### config.mk
export PLATFORM = sky130hd
export DESIGN_NAME = updown_sweep_ctrl
export DESIGN_NICKNAME = d
export VERILOG_FILES = /design/src/rtl/updown_ctrl_pkg.sv /design/src/rtl/updown_sweep_ctrl.sv
export SDC_FILE = /design/constraint.sdc
export NUM_CORES = 1
export LEC_CHECK = 0
export BUFFER_PORTS_ARGS = -buffer_cell sky130_fd_sc_hd__buf_2
export CAP_MARGIN = 20
export CORE_ASPECT_RATIO = 0.7
export CORE_UTILIZATION = 50
export DETAILED_ROUTE_END_ITERATION = 8
export GPL_ROUTABILITY_DRIVEN = 0
export PLACE_DENSITY = 0.76
export SLEW_MARGIN = 30
export SYNTH_ARGS = -nofsm -noshare
export SYNTH_HDL_FRONTEND = slang
export SYNTH_SLANG_ARGS = --single-unit
### constraint.sdc
create_clock -name Clk -period 4.76 [get_ports Clk]
set_input_delay 0.238 -clock Clk [delete_from_list [all_inputs] [get_ports Clk]]
set_output_delay 0.238 -clock Clk [all_outputs]
set_load 0.005 [all_outputs]
### src/rtl/updown_ctrl_pkg.sv
// Shared types and default widths for the up/down sweep sequencer.
// The state enum is the single source of truth for FSM encoding.
package updown_ctrl_pkg;

   localparam int WIDTH_DEF = 4;
   localparam int NSW_W_DEF = 4;

   typedef enum logic [2:0] {
      S_IDLE,
      S_LOAD,
      S_UP,
      S_DOWN,
      S_DONE
   } state_t;

endpackage

### src/rtl/updown_sweep_ctrl.sv
// Sweep sequencer: drives an external up/down counter lo->hi->lo for a
// programmed number of sweeps, closing the loop on the counter value.
//
// state  | meaning
// -------+-------------------------------------------------------------
// IDLE   | waiting for start; rejects bad bounds with a one-cycle err
// LOAD   | counter loads latched lo
// UP     | stepping up; one dwell cycle once cnt_val reaches hi
// DOWN   | stepping down; dwell at lo ends a sweep
// DONE   | one-cycle done pulse, then back to IDLE
module updown_sweep_ctrl
   import updown_ctrl_pkg::*;
#(
   parameter int WIDTH = WIDTH_DEF,
   parameter int NSW_W = NSW_W_DEF
) (
   input  logic             Clk,
   input  logic             reset_n,
   input  logic             start,
   input  logic             abort,
   input  logic [WIDTH-1:0] lo,
   input  logic [WIDTH-1:0] hi,
   input  logic [NSW_W-1:0] nsweeps,
   input  logic [WIDTH-1:0] cnt_val,
   output logic             cnt_load,
   output logic [WIDTH-1:0] cnt_load_val,
   output logic             cnt_en,
   output logic             cnt_up,
   output logic             busy,
   output logic             done,
   output logic             err,
   output logic [NSW_W-1:0] sweep_idx
);

   state_t           state_q, state_d;
   logic [WIDTH-1:0] lo_q, hi_q;
   logic [NSW_W-1:0] nsw_q;
   logic [NSW_W-1:0] idx_q, idx_d, idx_inc;
   logic             err_q, err_d;
   logic             latch_cfg;

   assign idx_inc = idx_q + NSW_W'(1);

   always_ff @(posedge Clk or negedge reset_n) begin
      if (!reset_n) begin
         state_q <= S_IDLE;
         lo_q    <= '0;
         hi_q    <= '0;
         nsw_q   <= '0;
         idx_q   <= '0;
         err_q   <= 1'b0;
      end else begin
         state_q <= state_d;
         idx_q   <= idx_d;
         err_q   <= err_d;
         if (latch_cfg) begin
            lo_q  <= lo;
            hi_q  <= hi;
            nsw_q <= nsweeps;
         end
      end
   end

   // Abort is folded into cnt_en here so the counter freezes in the abort cycle.
   always_comb begin
      state_d   = state_q;
      idx_d     = idx_q;
      err_d     = 1'b0;
      latch_cfg = 1'b0;
      cnt_en    = 1'b0;
      case (state_q)
         S_IDLE: begin
            if (start) begin
               if ((lo < hi) && (nsweeps != '0)) begin
                  latch_cfg = 1'b1;
                  idx_d     = '0;
                  state_d   = S_LOAD;
               end else begin
                  err_d = 1'b1;
               end
            end
         end
         S_LOAD: state_d = abort ? S_IDLE : S_UP;
         S_UP: begin
            if (abort)                state_d = S_IDLE;
            else if (cnt_val >= hi_q) state_d = S_DOWN;
            else                      cnt_en  = 1'b1;
         end
         S_DOWN: begin
            if (abort) begin
               state_d = S_IDLE;
            end else if (cnt_val <= lo_q) begin
               idx_d   = idx_inc;
               state_d = (idx_inc == nsw_q) ? S_DONE : S_UP;
            end else begin
               cnt_en = 1'b1;
            end
         end
         S_DONE:  state_d = S_IDLE;
         default: state_d = S_IDLE;
      endcase
   end

   assign cnt_load     = (state_q == S_LOAD) && !abort;
   assign cnt_up       = (state_q == S_UP);
   assign busy         = (state_q == S_LOAD) || (state_q == S_UP) || (state_q == S_DOWN);
   assign done         = (state_q == S_DONE);
   assign err          = err_q;
   assign sweep_idx    = idx_q;
   assign cnt_load_val = lo_q;

endmodule

==> summary.txt <==
CTS
  • Worst-Skew Late Latency: around 0.27 ns
  • H-tree depth: 1
  • Root buffer cell: clkbuf_8
  • Worst-path clk slew: 0.08 ns
  • Num CTS Buffers: 3
  • CTS sink cnt: 20
  • Setup repair bufs after CTS: 0
  • CTS Hold Bufs: 1
  • # resized after CTS: 0
  • CTS tree: built
  • Max Root-Sink Buffers: 2

Yosys
  • Post-Syn Area: between 0.001 and 0.0015 mm²
  • Syn Inst Count: roughly 120
  • Leading area contributor after synthesis: dfrtp_1
  • Post-synth ARST share: 100.0%
  • Most common cell in the synthesized netlist: dfrtp_1
  • Count of different cell masters after synthesis: 38
  • Primary FF master, synth: dfrtp_1
  • Syn nets: 156
  • Most frequent cells after synthesis: dfrtp_1, inv_1, ha_1
  • Yosys Warn Count: 0
  • Register area share after synthesis: a little under two fifths
  • Seq cells post-synth: 20
  • Syn Area/Cell: 10.53 µm²
  • Synth top area share: approximately two fifths
  • Post-synth EDFFs: 0
  • Synth top area cells: dfrtp_1, ha_1, mux2_1

Floorplan
  • Die ar.: 0.002824 mm²
  • Core Rows: 15
  • Starting Density: 53.13%
  • Core area: around 0.0025 mm²
  • Height of the die: 44.77 µm
  • Die width: about 63 µm
  • # IOs: 34

Critical path
  • Delay-heaviest family, CP: simple AND/OR/NAND/NOR gates
  • Type of the worst setup path: reg2out
  • CP required: ~4.5 ns
  • Slowest cell delay on critical path: ~0.42 ns
  • Reg-to-reg critical path endpoint: sweep_idx[1]
  • Setup slack, reg-to-reg: roughly 2.8 ns
  • Critical Path Source Type: flop
  • Critical-path top delay cell: o221ai_1
  • CP cell instances: inv_1 -> ha_1 -> nand3_1 -> o221ai_1 -> and3_1 -> nand2b_1 -> buf_2
  • RR Startpoint: cnt_load_val[3]
  • Crit-path max FO: 3
  • Worst EP arrival: roughly 2.1 ns
  • CP Buf/Inv Count: 2
  • Crit. End Element: primary output
  • FF-to-FF path depth: 7

Global route
  • Gr busiest metal: met2
  • Largest net degree at the start of global routing: 21
  • First-pass GRT wire length: roughly 4600 µm
  • Initial antenna violation count: 0
  • Number of global-route vias before repair: 966
  • GR met2 Demand/Resource: a little over a third
  • Met1 Track Usage GR: slightly below 30%
  • Remaining global-route overflow: 0
  • M3 GR Usage: between 7 and 8%
  • Total GRT Usage: approximately 23%

STA
  • Max-slew violation count: 0
  • Final cycle utilization of the critical path: 48.89%
  • Max Fclk: between 400 and 500 MHz
  • Final Critical Period: between 2 and 2.5 ns
  • Minimum hold slack: around 0.2 ns
  • RSZ-0062 raised after global routing: false
  • Setup violations, final: 0
  • Slew margin rel.: between 60% and 70%
  • Least-Margin Pin Slew: roughly 0.56 ns
  • Setup_tns: 0 ns
  • Worst Clk Skew: roughly 0.0044 ns
  • Final hold vios: 0

Detailed routing
  • Per-cell routed wire length: about 15 µm
  • Via count: about 1000
  • Routed WL: roughly 2900 µm
  • Antenna viol nets, final: 0
  • DR pass1 iterations: 4
  • Vias/cell: approximately 5.4
  • Initial DRC count: roughly 100
  • Residual DRC count: 0

Pwr
  • Pleak: 0.0007853 µW
  • Pwr dens: between 500 and 600 mW/mm²
  • Maximum VDD drop: between 0.2 and 0.25 mV

Min path
  • Worst Hold Path Cells: 2
  • Hold EP: cnt_load_val[0]
  • Worst Hold Launch: lo[0]
  • Hold Path Class: in2reg

Flow run
  • Max-cap violations: 0

Finish
  • Ant. Diodes: 0
  • Final net count: 192
  • Layout fillers: 201
  • Layout area overhead: 20.31%
  • Post-layout util: 63.92%
  • Layout cells sized above 1: 28.30%

Placement
  • DP HPWL: roughly 2200 µm
  • Port Buf Inserts: 33

Run status
  • Status: completed
[flip-flops by register name, summed over array words and instances, names as in the netlist]
name / count
sweep_idx: 4
nsw_q: 4
err: 1
state_q: 3
cnt_load_val: 4
hi_q: 4
[cell type report]
class	count	area, µm²	area share [%]
flip-flops and latches	20	500.5	31.85
clock buffers	3	41.29	2.627
well taps	34	42.54	2.707
multi-input cells	85	721.9	45.94
repair buffers	34	175.2	11.15
inverters	16	60.06	3.822
clock inverters	1	30.03	1.911
[how the worst max path moves through the flow]
stage	from	to	slack, ns	depth (start not counted)
floorplan	hi[2]	cnt_load_val[0]	2.83	8
global placement	lo[2]	hi_q[0]	2.51	7
detailed placement	lo[2]	cnt_load_val[2]	2.37	7
CTS	cnt_load_val[3]	cnt_en	2.43	7
global route	cnt_load_val[3]	cnt_en	2.31	7
finish	cnt_load_val[3]	cnt_en	2.43	7
[cell families (layout without fill, tap and decap cells)]
family | count (synthesis) | count (layout) | share of synthesized area (%)
flip-flops | 20 | 20 | 38.31
AO/OA/AOI/OAI | 21 | 21 | 12.64
XOR/XNOR | 7 | 7 | 4.694
buffers and inverters | 19 | 54 | 6.418
AND/OR/NAND/NOR | 32 | 32 | 15.23
adder cells (fa/ha/maj) | 12 | 12 | 11.49
multiplexers | 13 | 13 | 11.21
[cells in the final DEF (no fill, tap or decap), types with 2 or more instances in the layout]
master and instances:
nor3_1 3, xor2_1 2, clkbuf_8 3, nor4_1 2
a2111oi_2 2, ha_1 12, o21ai_1 4, nor2_1 6
nor3b_1 2, nor2b_1 3, a21oi_1 4, inv_1 16
nand4_1 2, nand3_1 3, buf_2 33, a211oi_1 3
xnor2_1 5, nand2b_1 3, dfrtp_1 20, mux2i_1 3
o2bb2ai_1 2, mux2_1 9
[layer usage]
layer | up-vias | part of all wire [%]
met2 | 30 | 43
li1 | 518 | -
met3 | 7 | 5.6
met5 | - | 0
met1 | 488 | 49
met4 | 0 | 2.1
[report_power, final]
group,switching [µW],internal [µW],total (µW)
clock network,65.2,113,178
registers,67.2,238,305
logic,206,194,399
[stage by stage]
stage / power [µW] / instances / instance area [µm²] / setup WS, ns
floorplan: 590.6 / 124 / 1306 / 2.827
global placement: 681.1 / 188 / 1490 / 2.507
detailed placement: 706.0 / 188 / 1490 / 2.369
CTS: 885.3 / 193 / 1572 / 2.432
global route: 947.8 / 193 / 1572 / 2.309
finish: 882.4 / 193 / 1572 / 2.433
(Power assumes the default switching activity.)
